[src/rtl/core_lsu_ooo_tbl.sv]
//------------------------------------------------------------------------------
// Module  : core_lsu_ooo_tbl
// Brief   : Load/store unit with an in-order request table, store lane alignment,
//           load extension and a registered writeback slot.
//           LSU_MISALIGN_CHK_EN enables misaligned-access detection.
// Revision: 1.0 - initial release
//------------------------------------------------------------------------------
`default_nettype none

module core_lsu_ooo_tbl #(
    parameter int OST_DEPTH = 4,
    parameter int XLEN      = 32
) (
    input  logic                         clk,
    input  logic                         rstn,
    input  logic                         lsu_rx_valid,
    input  logic [6:0]                   lsu_rx_opcode,
    input  logic [2:0]                   lsu_rx_func3,
    input  logic [XLEN-1:0]              lsu_rx_rs1_data,
    input  logic [XLEN-1:0]              lsu_rx_rs2_data,
    input  logic [4:0]                   lsu_rx_rd_idx,
    input  logic [XLEN-1:0]              lsu_rx_imme,
    output logic                         lsu_rx_ready,
    output logic                         lsu_req_vld,
    output logic                         lsu_req_wen,
    output logic [2:0]                   lsu_req_rwtyp,
    output logic [XLEN-1:0]              lsu_req_addr,
    output logic [XLEN-1:0]              lsu_req_wdata,
    output logic [3:0]                   lsu_req_wstrb,
    input  logic                         lsu_req_rdy,
    input  logic                         lsu_resp_vld,
    input  logic [XLEN-1:0]              lsu_resp_rdata,
    output logic                         lsu_resp_rdy,
    output logic                         lsu_tx_valid,
    output logic [XLEN-1:0]              lsu_tx_data,
    output logic [4:0]                   lsu_tx_rd_idx,
    output logic                         lsu_tx_err,
    input  logic                         lsu_tx_ready,
    output logic [$clog2(OST_DEPTH):0]   lsu_ost_cnt
);

    localparam int         PW       = $clog2(OST_DEPTH);
    localparam int         CW       = PW + 1;
    localparam logic [6:0] OPC_LOAD = 7'b0000011;

    typedef struct packed {
        logic       is_load;
        logic       bus_issued;
        logic       err;
        logic [4:0] rd;
        logic [2:0] f3;
        logic [1:0] a;
    } ent_t;

    ent_t             tbl_q [OST_DEPTH];
    ent_t             tbl_d [OST_DEPTH];
    logic [PW-1:0]    head_q, head_d, tail_q, tail_d;
    logic [CW-1:0]    cnt_q, cnt_d;
    logic             tx_valid_q, tx_valid_d;
    logic [XLEN-1:0]  tx_data_q, tx_data_d;
    logic [4:0]       tx_rd_q, tx_rd_d;
    logic             tx_err_q, tx_err_d;

    logic [XLEN-1:0]  eff_addr;
    logic [1:0]       rx_a;
    logic             rx_is_load, rx_mis, full, push, pop;
    logic             head_valid, slot_free, resp_hs, err_retire;
    ent_t             head_ent;
    logic [XLEN-1:0]  rd_shift, rd_ext;

    assign eff_addr   = lsu_rx_rs1_data + lsu_rx_imme;
    assign rx_a       = eff_addr[1:0];
    assign rx_is_load = (lsu_rx_opcode == OPC_LOAD);

`ifdef LSU_MISALIGN_CHK_EN
    assign rx_mis = ((lsu_rx_func3[1:0] == 2'b01) && rx_a[0]) ||
                    ((lsu_rx_func3[1:0] == 2'b10) && (rx_a != 2'b00));
`else
    assign rx_mis = 1'b0;
`endif

    // Misaligned entries bypass the bus, so they only wait for table space.
    assign full         = (cnt_q == CW'(OST_DEPTH));
    assign lsu_req_vld  = lsu_rx_valid && !full && !rx_mis;
    assign lsu_rx_ready = !full && (rx_mis || lsu_req_rdy);
    assign push         = lsu_rx_valid && lsu_rx_ready;

    assign lsu_req_wen   = !rx_is_load;
    assign lsu_req_rwtyp = lsu_rx_func3;
    assign lsu_req_addr  = eff_addr;

    always_comb begin
        lsu_req_wstrb = 4'hF;
        lsu_req_wdata = lsu_rx_rs2_data;
        case (lsu_rx_func3[1:0])
            2'b00: begin
                lsu_req_wstrb = 4'b0001 << rx_a;
                lsu_req_wdata = {4{lsu_rx_rs2_data[7:0]}};
            end
            2'b01: begin
                lsu_req_wstrb = 4'b0011 << rx_a;
                lsu_req_wdata = {2{lsu_rx_rs2_data[15:0]}};
            end
            default: ;
        endcase
        if (rx_is_load) begin
            lsu_req_wstrb = 4'b0000;
        end
    end

    assign head_ent      = tbl_q[head_q];
    assign head_valid    = (cnt_q != '0);
    assign slot_free     = !tx_valid_q || lsu_tx_ready;
    assign lsu_resp_rdy  = head_valid && head_ent.bus_issued && slot_free;
    assign resp_hs       = lsu_resp_vld && lsu_resp_rdy;
    assign err_retire    = head_valid && head_ent.err && slot_free;
    assign pop           = resp_hs || err_retire;

    assign rd_shift = lsu_resp_rdata >> {head_ent.a, 3'b000};

    always_comb begin
        case (head_ent.f3)
            3'b000:  rd_ext = {{24{rd_shift[7]}}, rd_shift[7:0]};
            3'b100:  rd_ext = {24'h0, rd_shift[7:0]};
            3'b001:  rd_ext = {{16{rd_shift[15]}}, rd_shift[15:0]};
            3'b101:  rd_ext = {16'h0, rd_shift[15:0]};
            default: rd_ext = lsu_resp_rdata;
        endcase
    end

    always_comb begin
        tbl_d  = tbl_q;
        head_d = head_q;
        tail_d = tail_q;
        cnt_d  = cnt_q;
        if (push) begin
            tbl_d[tail_q].is_load    = rx_is_load;
            tbl_d[tail_q].bus_issued = !rx_mis;
            tbl_d[tail_q].err        = rx_mis;
            tbl_d[tail_q].rd         = rx_is_load ? lsu_rx_rd_idx : 5'd0;
            tbl_d[tail_q].f3         = lsu_rx_func3;
            tbl_d[tail_q].a          = rx_a;
            tail_d                   = tail_q + PW'(1);
        end
        if (pop) begin
            head_d = head_q + PW'(1);
        end
        case ({push, pop})
            2'b10:   cnt_d = cnt_q + CW'(1);
            2'b01:   cnt_d = cnt_q - CW'(1);
            default: ;
        endcase
    end

    // Stores consume their response without touching the writeback slot.
    always_comb begin
        tx_valid_d = tx_valid_q;
        tx_data_d  = tx_data_q;
        tx_rd_d    = tx_rd_q;
        tx_err_d   = tx_err_q;
        if (resp_hs && head_ent.is_load) begin
            tx_valid_d = 1'b1;
            tx_data_d  = rd_ext;
            tx_rd_d    = head_ent.rd;
            tx_err_d   = 1'b0;
        end else if (err_retire) begin
            tx_valid_d = 1'b1;
            tx_data_d  = '0;
            tx_rd_d    = head_ent.rd;
            tx_err_d   = 1'b1;
        end else if (lsu_tx_ready) begin
            tx_valid_d = 1'b0;
        end
    end

    always_ff @(posedge clk) begin
        if (!rstn) begin
            head_q     <= '0;
            tail_q     <= '0;
            cnt_q      <= '0;
            tx_valid_q <= 1'b0;
            tx_data_q  <= '0;
            tx_rd_q    <= '0;
            tx_err_q   <= 1'b0;
        end else begin
            head_q     <= head_d;
            tail_q     <= tail_d;
            cnt_q      <= cnt_d;
            tx_valid_q <= tx_valid_d;
            tx_data_q  <= tx_data_d;
            tx_rd_q    <= tx_rd_d;
            tx_err_q   <= tx_err_d;
        end
    end

    // Entry payload needs no reset: occupancy alone decides validity.
    always_ff @(posedge clk) begin
        tbl_q <= tbl_d;
    end

    assign lsu_tx_valid  = tx_valid_q;
    assign lsu_tx_data   = tx_data_q;
    assign lsu_tx_rd_idx = tx_rd_q;
    assign lsu_tx_err    = tx_err_q;
    assign lsu_ost_cnt   = cnt_q;

endmodule

`default_nettype wire
[config.mk]
export PLATFORM = sky130hd
export DESIGN_NAME = core_lsu_ooo_tbl
export DESIGN_NICKNAME = d
export VERILOG_FILES = /design/src/rtl/core_lsu_ooo_tbl.sv
export SDC_FILE = /design/constraint.sdc
export NUM_CORES = 1
export LEC_CHECK = 0
export CAP_MARGIN = 20
export CORE_AREA = 3 3 150 152
export DETAILED_ROUTE_END_ITERATION = 12
export DIE_AREA = 0 0 153 155
export GPL_ROUTABILITY_DRIVEN = 0
export SLEW_MARGIN = 20
export SYNTH_ARGS = -nofsm -noshare
export SYNTH_HDL_FRONTEND = slang
export SYNTH_SLANG_ARGS = --single-unit
[constraint.sdc]
create_clock -name clk -period 6.4 [get_ports clk]
set_input_delay 0.96 -clock clk [delete_from_list [all_inputs] [get_ports clk]]
set_output_delay 0.96 -clock clk [all_outputs]
set_load 0.01 [all_outputs]
==> results.py, run 1 <==
metrics = {
    "power": {
        "p_leak_uw": 0.003717,
        "p_int_uw": 1575,
        "share_comb_of_total_power_pct": 45.3,
        "power.sequential.fraction_pct": 30.5,
        "p_per_area_nw_per_um2": 253.8,
        "ir_drop_mv": 0.1392,
        "switching_share_pct": 34.43,
        "totalPowerFinal_uw": 2402,
        "total_switching_power_uw": 827.0,
        "part_of_the_power_in_the_clock_network_pct": 24.2,
    },
    "sta": {
        "max_clock_freq_mhz": 195.8,
        "final_hold_viol_count": 0,
        "worst_slew_margin_rel_pct": 44.33,
        "timing.final.ws_setup_ns": 1.293,
        "period_minus_slack_ns": 5.107,
        "rsz0062_at_grt": "no",
        "final-max-slew-violation-count": 0,
        "final_report_setup_violation_count": 0,
        "share_of_the_cycle_needed_by_the_critical_path_after_routing_pct": 79.79,
        "worst-slew-pin-transition_ns": 0.8339,
        "finalClockSkew_ns": 0.01014,
        "finalSetupTns_ns": 0,
    },
    "global_routing": {
        "via_count_of_the_first_global_routing_pass": 6208,
        "globalRouteTotalUtil_pct": 17.02,
        "grt_antenna_before_repair": 1,
        "grt_util_met2_pct": 28.79,
        "global_route_wire_length_before_repair_um": 32890,
        "globalRouteOverflowTotal": 0,
        "grt_use_met3_pct": 4.757,
        "grt_start_max_net_pins": 47,
        "grt_busiest_layer": "met2",
        "grtUsageMet1_pct": 21.25,
    },
    "die": {
        "design.die.area_um2": 23720,
        "die_boundary_height_um": 155,
        "num_rows": 53,
        "core-area_um2": 21150,
        "overall_die_width_um": 153,
        "top_level_port_count": 266,
        "initial_core_util_pct": 30.08,
    },
    "place": {
        "placement.setup.worst_slack_ns": 1.299,
        "port-buffer-count": 264,
        "dp_hpwl_um": 16340,
        "detailed_place.area_um2": 9139,
    },
    "critical_path": {
        "path_max_fanout": 5,
        "ff2ff_path_depth": 4,
        "worstSetupPathType": "input pin to output pin",
        "cp_arrival_ns": 4.15,
        "worstSetupStartpointType": "input pin",
        "timing.critical_path.to_type": "output pin",
        "critical_path_required_ns": 5.44,
    },
    "synth": {
        "ys_seq_elements": 89,
        "post_synth.cell_area_avg_um2": 8.925,
        "synth-async-reset-ratio_pct": 0,
        "sequential_area_share_after_synthesis_pct": 34.92,
        "number_of_enable_type_register_cells_in_the_synthesized_netlist": 44,
        "synthesis.area_um2": 6364,
        "ys_warn_count": 0,
        "yosysTopAreaCellShare_pct": 20.76,
        "syn-instance-count": 713,
        "syn_nets": 900,
        "synthTopCellsByArea": "edfxtp_1, dfxtp_1, nand2_1",
        "synth.lib_cells_used.distinct": 58,
        "synth_flop_cell": "dfxtp_1",
        "synth.largest_area_cell": "edfxtp_1",
    },
    "route": {
        "via_count": 6134,
        "wl_per_cell_um": 17.11,
        "drt-vias-per-instance": 5.007,
        "drc": 0,
        "drt-initial-drc-count": 193,
        "routed_wirelength_um": 20960,
        "drt_pass1_iterations": 5,
        "ant_nets": 0,
    },
    "cts": {
        "cts_hold_repair.buffers": 0,
        "clockBufferDepth": 2,
        "cts_resized": 0,
        "cts_num_sinks": 89,
        "post_cts.repair.setup_buffers": 0,
        "number_of_cts_inserted_buffers": 9,
        "tritoncts": "done",
        "clk_latency_ns": 0.34,
        "clk_pin_slew_worst_paths_ns": 0.07,
        "cts.root.buffer_cell": "clkbuf_16",
        "cts_max_level": 3,
    },
    "final_layout": {
        "area_growth_syn_to_layout_pct": 48.74,
        "postLayoutCellArea_um2": 9465,
        "diodes": 0,
        "finish.net_count": 1132,
        "layout-drive-gt1-share_pct": 6.526,
    },
    "hold_path": {
        "hold_class": "flop to flop",
        "worstHoldPathCells": 2,
    },
    "flow_run": {
        "max_cap_viol_count": 0,
    },
    "outcome": {
        "status": "finished clean",
    },
}
[flip-flops by register name, summed over array words and instances (netlist names)]
register	count
tail_q	2
head_q	2
tbl_q	44
lsu_tx_rd_idx	5
lsu_ost_cnt	3
lsu_tx_data	32
lsu_tx_valid	1
[logic make-up (layout without fill, tap and decap cells)]
family,count (synthesis),in the layout,share of synthesized area [%]
and+or+nand+nor,244,244,17.66
DFF,89,89,34.92
AOI/OAI and AO/OA,185,185,18.78
xor gates and xnor gates,32,32,4.404
other,1,1,0.05893
muxes,55,55,11.25
buffers and inverters,69,306,5.230
adders and majority gates,38,38,7.707
[layer usage]
metal | part of all wire (%) | routed length (um) | up-vias
li1 | - | - | 3037
met1 | 43 | 8980 | 2815
met2 | 48 | 10050 | 253
met3 | 7.0 | 1469 | 27
met4 | 2.1 | 436 | 2
met5 | 0.095 | 20 | -
[worst max-delay path, cell delays in order]
cell             delay, ns
clkdlybuf4s50_1       0.44
ha_1                  0.38
a21o_1                0.21
a41oi_1               0.25
nand3_1               0.17
o21ai_1               0.36
a21boi_1              0.22
or2_2                 0.31
o311ai_1              0.25
clkdlybuf4s50_1       0.59
[synth_stat cells, types with 21 or more instances]
| master | instances |
|---|---|
| nand3_1 | 21 |
| edfxtp_1 | 44 |
| ha_1 | 36 |
| clkbuf_1 | 26 |
| a31oi_1 | 21 |
| dfxtp_1 | 45 |
| o21ai_0 | 36 |
| inv_1 | 21 |
| a21oi_1 | 43 |
| nand2_1 | 126 |
| nor2_1 | 32 |
| mux2_2 | 25 |
[cell usage in the layout, fill, tap and decap left out, drive strengths merged, types with 24 or more instances in the layout]
master,n
clkdlybuf4s50,264
edfxtp,44
nor2,32
dfxtp,45
ha,36
o21ai,37
inv,24
nand2,126
a21oi,43
mux2,26
[power by group through the flow]
stage                     clock network, uW  registers [uW]  logic, uW
after global placement                    0             747       1090
final                                   581             733       1090
after global routing                    613             746       1190
after floorplan                           0             740        624
after detailed placement                  0             747       1090
after CTS                               593             735       1100
[per-stage QoR]
stage	instances	utilization (%)	hold slack (ns)
floorplan	713	-	0.4765
global placement	1209	43.20	0.4554
detailed placement	1209	43.20	0.4606
CTS	1225	44.74	0.4731
global route	1225	44.74	0.4893
finish	1225	44.74	0.4686
[cell type report]
cell class	instances	area, um^2
timing repair buffer	269	2680
clock inverter	6	97.59
sequential	89	2222
fill	2077	11690
tap	275	344.1
clock buffer	10	229.0
inverter	21	78.83
multi-input combinational	555	3814
[worst paths after layout]
path,startpoint,endpoint,slack (ns)
setup / recovery,lsu_rx_rs1_data[4],lsu_req_addr[20],1.29
hold / removal,lsu_tx_rd_idx[4],lsu_tx_rd_idx[4],0.47
setup reg to reg,head_q[0],lsu_tx_data[16],3.48
hold reg to reg,lsu_tx_rd_idx[4],lsu_tx_rd_idx[4],0.47
Note: power is estimated with default switching activity, not from simulation.
==> run 2, diff against run 1 <==
==> constraint.sdc (replaced) <==
create_clock -name clk -period 4.5 [get_ports clk]
set_input_delay 0.675 -clock clk [delete_from_list [all_inputs] [get_ports clk]]
set_output_delay 0.675 -clock clk [all_outputs]
set_load 0.01 [all_outputs]
==> run 2 against run 1 <==
Non-clock buffer count up 12. Combinational power up 47%. Clock skew about the same. Die area unchanged. Clock-buffer cell count unchanged. Critical path depth unchanged. Sequential cell count unchanged. Power up 39%. Core utilization up 0.33 points. Critical endpoint is now lsu_req_addr[29].
==> results.py, run 2 (synthesis results as in run 1) <==
metrics = {
    "sta": {
        "final_hold_viol_count": 0,
        "period_minus_slack_ns": 4.321,
        "hold_slack_ns": 0.4618,
        "max_clock_freq_mhz": 231.4,
        "worst_slew_margin_rel_pct": 41.94,
        "share_of_the_cycle_needed_by_the_critical_path_after_routing_pct": 96.03,
        "final_report_setup_violation_count": 0,
        "finalClockSkew_ns": 0.01061,
        "rsz0062_at_grt": "no",
        "worst-slew-pin-transition_ns": 0.8631,
        "finalSetupTns_ns": 0,
        "final-max-slew-violation-count": 0,
    },
    "route": {
        "wl_per_cell_um": 17.19,
        "drt-initial-drc-count": 194,
        "drt-vias-per-instance": 4.982,
        "drt_pass1_iterations": 5,
        "ant_nets": 0,
        "routed_wirelength_um": 21270,
        "drc": 0,
        "via_count": 6163,
    },
    "hold_path": {
        "worstHoldPathCells": 2,
        "hold_class": "flop to flop",
        "worstHoldEndpoint": "lsu_tx_rd_idx[1]",
        "worstHoldStart": "lsu_tx_rd_idx[1]",
    },
    "global_routing": {
        "grt_start_max_net_pins": 32,
        "globalRouteOverflowTotal": 0,
        "globalRouteTotalUtil_pct": 17.03,
        "grt_antenna_before_repair": 1,
        "via_count_of_the_first_global_routing_pass": 6179,
        "global_route_wire_length_before_repair_um": 32650,
    },
    "critical_path": {
        "worstSetupPathType": "input pin to output pin",
        "r2r_setup_slack_ns": 1.83,
        "critical_path_required_ns": 3.83,
        "cp_arrival_ns": 3.65,
        "rr_startpoint": "lsu_ost_cnt[0]",
        "worstSetupStartpointType": "input pin",
        "path_cells": "clkdlybuf4s50_1 > ha_4 > a21o_1 > o21bai_2 > o2111ai_1 > a21o_1 > o31a_1 > o41ai_2 > xor2_1 > clkdlybuf4s50_1",
        "timing.critical_path.to_type": "output pin",
        "crit-reg2reg-capture": "lsu_ost_cnt[2]",
        "path_max_fanout": 5,
        "cp_slowest_cell": "clkdlybuf4s50_1",
        "worst_path_largest_cell_delay_ns": 0.58,
        "ff2ff_path_depth": 10,
    },
    "power": {
        "share_comb_of_total_power_pct": 48.2,
        "p_per_area_nw_per_um2": 349.1,
        "switching_share_pct": 35.56,
        "p_leak_uw": 0.003753,
        "totalPowerFinal_uw": 3329,
        "power.sequential.fraction_pct": 30.5,
        "p_int_uw": 2145,
        "ir_drop_mv": 0.2491,
        "part_of_the_power_in_the_clock_network_pct": 21.4,
        "total_switching_power_uw": 1184,
    },
    "cts": {
        "clockBufferDepth": 2,
        "clk_latency_ns": 0.34,
        "cts_num_sinks": 89,
        "tritoncts": "done",
        "clk_pin_slew_worst_paths_ns": 0.07,
        "cts.root.buffer_cell": "clkbuf_16",
        "cts_hold_repair.buffers": 0,
        "cts_max_level": 3,
        "number_of_cts_inserted_buffers": 9,
    },
    "final_layout": {
        "area_growth_syn_to_layout_pct": 49.82,
        "final_common_cell": "clkdlybuf4s50_1",
        "layout-drive-gt1-share_pct": 8.212,
        "finish.net_count": 1144,
        "top_register": "tbl_q",
        "post-route-util_pct": 45.07,
        "final-instance-count-excl-fill": 1237,
        "max_ffs_per_register": 44,
        "final_cell_mix": "clkdlybuf4s50_1, nand2_1, dfxtp_1, edfxtp_1, a21oi_1",
        "diodes": 0,
    },
    "flow_run": {
        "max_cap_viol_count": 0,
    },
    "die": {
        "top_level_port_count": 266,
        "design.die.area_um2": 23720,
        "initial_core_util_pct": 30.08,
        "num_rows": 53,
        "overall_die_width_um": 153,
        "die_boundary_height_um": 155,
        "core-area_um2": 21150,
    },
    "place": {
        "dp_hpwl_um": 16810,
        "port-buffer-count": 264,
        "place_inst": 1221,
    },
    "outcome": {
        "status": "finished clean",
    },
}
-- run 2: how the worst max path moves through the flow --
stage | cells after the start | start | to | slack [ns]
after floorplan | 8 | lsu_rx_rs1_data[4] | lsu_req_addr[20] | 1.23
after global placement | 10 | lsu_rx_rs1_data[4] | lsu_req_addr[29] | 0.14
after detailed placement | 12 | lsu_rx_rs1_data[0] | lsu_req_addr[28] | 0.09
after CTS | 12 | lsu_rx_rs1_data[0] | lsu_req_addr[28] | 0.09
after global routing | 13 | lsu_rx_rs1_data[0] | lsu_req_addr[30] | 0.02
final | 10 | lsu_rx_rs1_data[4] | lsu_req_addr[29] | 0.18
-- run 2: metal layers --
| metal | track usage [%] | vias to the layer above | share of wire [%] |
|---|---|---|---|
| met5 | 0 | - | 0.094 |
| met4 | 4.794 | 2 | 2.2 |
| met3 | 4.701 | 30 | 7.2 |
| met2 | 28.87 | 259 | 47 |
| met1 | 21.38 | 2812 | 43 |
| li1 | - | 3060 | - |
-- run 2: final cells by class --
class / instances / area [um^2]
well taps: 275 / 344.1
repair buffers: 281 / 2770
inverters: 21 / 78.83
fillers: 2077 / 11620
flip-flops and latches: 89 / 2222
clock buffers: 10 / 229.0
multi-input cells: 555 / 3842
clock inverters: 6 / 47.55
-- run 2: repair_timing --
| item | 4_1_cts | 5_1_grt |
|---|---|---|
| setup buffers | 0 | 0 |
| endpoints found under the hold margin | 0 | 0 |
| resized for setup | 0 | 5 |
| setup endpoints to repair | 0 | 8 |
-- run 2: worst max-delay path: cells and delay by family --
kind            cells  cell delay [ns]
buf+inv             2             1.07
compound gates      6             1.37
xor+xnor            1             0.18
fa+ha+maj           1             0.34
-- run 2: metrics by stage --
stage          area (um^2)  worst slack [ns]
6_report              9534            0.1788
5_1_grt               9534           0.01876
4_1_cts               9505           0.08785
3_5_place_dp          9229           0.08849
3_3_place_gp          9229            0.1378
2_1_floorplan         6364             1.229
-- run 2: power by group through the flow --
stage / logic (uW) / registers, uW / clock network [uW]
after floorplan: 888 / 1050 / 0
after global placement: 1600 / 1030 / 0
after detailed placement: 1600 / 1030 / 0
after CTS: 1610 / 1020 / 729
after global routing: 1750 / 1030 / 760
final: 1600 / 1010 / 711
==> run 3, diff against run 2 <==
==> constraint.sdc (replaced) <==
create_clock -name clk -period 5.2 [get_ports clk]
set_input_delay 0.78 -clock clk [delete_from_list [all_inputs] [get_ports clk]]
set_output_delay 0.78 -clock clk [all_outputs]
set_load 0.01 [all_outputs]
==> run 3 against run 2 <==
First-iteration DRC count is 9.3% higher. Power is 13% lower. Highest routed layer unchanged. Final cell count is 0.81% lower. Clock skew is 0.0036 ns lower. Core utilization is 0.38 points lower. Sequential cell count stayed put. Sequential share of layout area is 0.20 points higher. Die area stayed put. Largest power group unchanged. Sequential power is 11% lower. Final area is 0.85% lower. Non-clock buffer count is 10 lower.
==> results.py, run 3 (synthesis results as in run 1) <==
metrics = {
    "power": {
        "p_leak_uw": 0.003715,
        "p_per_area_nw_per_um2": 307.3,
        "ir_drop_mv": 0.1758,
    },
    "global_routing": {
        "globalRouteOverflowTotal": 0,
        "grt_antenna_before_repair": 1,
        "global_route_wire_length_before_repair_um": 32780,
        "via_count_of_the_first_global_routing_pass": 6066,
        "globalRouteTotalUtil_pct": 17.05,
        "grt_start_max_net_pins": 47,
    },
    "sta": {
        "period_minus_slack_ns": 4.703,
        "rsz0062_at_grt": "no",
        "finalSetupTns_ns": 0,
        "final_report_setup_violation_count": 0,
        "finalClockSkew_ns": 0.006974,
        "final_hold_viol_count": 0,
        "max_clock_freq_mhz": 212.7,
        "share_of_the_cycle_needed_by_the_critical_path_after_routing_pct": 90.43,
        "worst-slew-pin-transition_ns": 1.126,
        "final-max-slew-violation-count": 0,
        "worst_slew_margin_rel_pct": 24.91,
    },
    "die": {
        "top_level_port_count": 266,
        "design.die.area_um2": 23720,
        "core-area_um2": 21150,
        "initial_core_util_pct": 30.08,
        "num_rows": 53,
        "die_boundary_height_um": 155,
        "overall_die_width_um": 153,
    },
    "route": {
        "drt_pass1_iterations": 7,
        "drc": 0,
        "routed_wirelength_um": 21040,
        "ant_nets": 0,
        "met1Wirelength_um": 8970,
        "drt-initial-drc-count": 212,
        "wl_per_cell_um": 17.14,
        "highest_layer": "met5",
        "drt-vias-per-instance": 5.017,
        "via_count": 6156,
        "met3_routed_wirelength_um": 1595,
        "wl_met2_um": 9914,
    },
    "cts": {
        "clockBufferDepth": 2,
        "cts_resized": 0,
        "cts_num_sinks": 89,
        "post_cts.repair.setup_buffers": 0,
        "tritoncts": "done",
        "cts_max_level": 3,
        "number_of_cts_inserted_buffers": 9,
        "cts_hold_repair.buffers": 0,
        "cts.root.buffer_cell": "clkbuf_16",
        "clk_pin_slew_worst_paths_ns": 0.07,
        "clk_latency_ns": 0.34,
    },
    "critical_path": {
        "worst_path_largest_cell_delay_ns": 0.59,
        "cp_arrival_ns": 3.92,
        "worstSetupPathType": "input pin to output pin",
        "crit_buf_inv": 2,
        "worstSetupStartpointType": "input pin",
        "cp_slowest_cell": "clkdlybuf4s50_1",
        "r2r_setup_slack_ns": 2.26,
        "path_max_fanout": 5,
        "critPathMostFrequentCell": "clkdlybuf4s50_1",
        "critical_path_required_ns": 4.42,
        "path_cells": "clkdlybuf4s50_1 > ha_1 > a21o_1 > a41oi_1 > nand3_1 > o21ai_1 > a21boi_1 > or2_2 > o311ai_1 > clkdlybuf4s50_1",
        "critical_path.top_delay_family": "compound AO/OA/AOI/OAI gates",
        "timing.critical_path.to_type": "output pin",
    },
    "final_layout": {
        "max_ffs_per_register": 44,
        "final_cell_mix": "clkdlybuf4s50_1, nand2_1, dfxtp_1, edfxtp_1, a21oi_1",
        "top_register": "tbl_q",
        "diodes": 0,
        "area_growth_syn_to_layout_pct": 48.55,
        "finish.net_count": 1134,
        "post-route-util_pct": 44.69,
        "final_common_cell": "clkdlybuf4s50_1",
        "layout-drive-gt1-share_pct": 6.723,
    },
    "outcome": {
        "status": "finished clean",
    },
    "hold_path": {
        "hold_class": "flop to flop",
    },
    "place": {
        "port-buffer-count": 264,
        "dp_hpwl_um": 16480,
    },
    "flow_run": {
        "max_cap_viol_count": 0,
    },
}
==> run 3: area by class of cell <==
cell class,count,area (um^2)
clock buffers,10,229.0
flip-flops and latches,89,2222
clock inverters,6,70.07
well taps,275,344.1
fillers,2122,11700
repair buffers,271,2695
multi-input cells,555,3814
inverters,21,78.83
==> run 3: stage by stage <==
step	area [um^2]	hold slack, ns	setup slack (ns)	total power [uW]	cells
finish	9453	0.4648	0.4975	2905	1227
global route	9453	0.4863	0.1078	3087	1227
CTS	9453	0.4698	0.4385	2936	1227
detailed placement	9154	0.4608	0.4505	2268	1211
global placement	9154	0.4549	0.4903	2267	1211
floorplan	6364	0.4765	1.719	1678	713
==> run 3: final timing paths <==
kind,startpoint,to,cells past startpoint
min reg2reg,lsu_tx_rd_idx[0],lsu_tx_rd_idx[0],2
max,lsu_rx_rs1_data[4],lsu_req_addr[20],10
max reg2reg,head_q[0],lsu_tx_data[29],4
min,lsu_tx_rd_idx[0],lsu_tx_rd_idx[0],2
==> run 3: power by group <==
| part | leakage, uW | internal (uW) | switching (uW) | total (uW) |
|---|---|---|---|---|
| sequential | 0.000759 | 821 | 82.0 | 903 |
| combinational | 0.00281 | 691 | 653 | 1340 |
| clock | 0.000148 | 379 | 279 | 658 |
| total | 0.00372 | 1890 | 1010 | 2900 |
==> run 3: worst reg2reg max path: cells and delay by family, from the launching register on <==
| kind | cells | cell delay (ns) |
|---|---|---|
| DFF | 1 | 0.86 |
| muxes | 1 | 0.86 |
| and+or+nand+nor | 3 | 1.17 |
==> run 3: layer usage <==
layer / track usage [%] / up-vias
li1: - / 3038
met1: 21.29 / 2818
met2: 28.66 / 266
met3: 5.146 / 32
met4: 4.964 / 2
met5: 0 / -
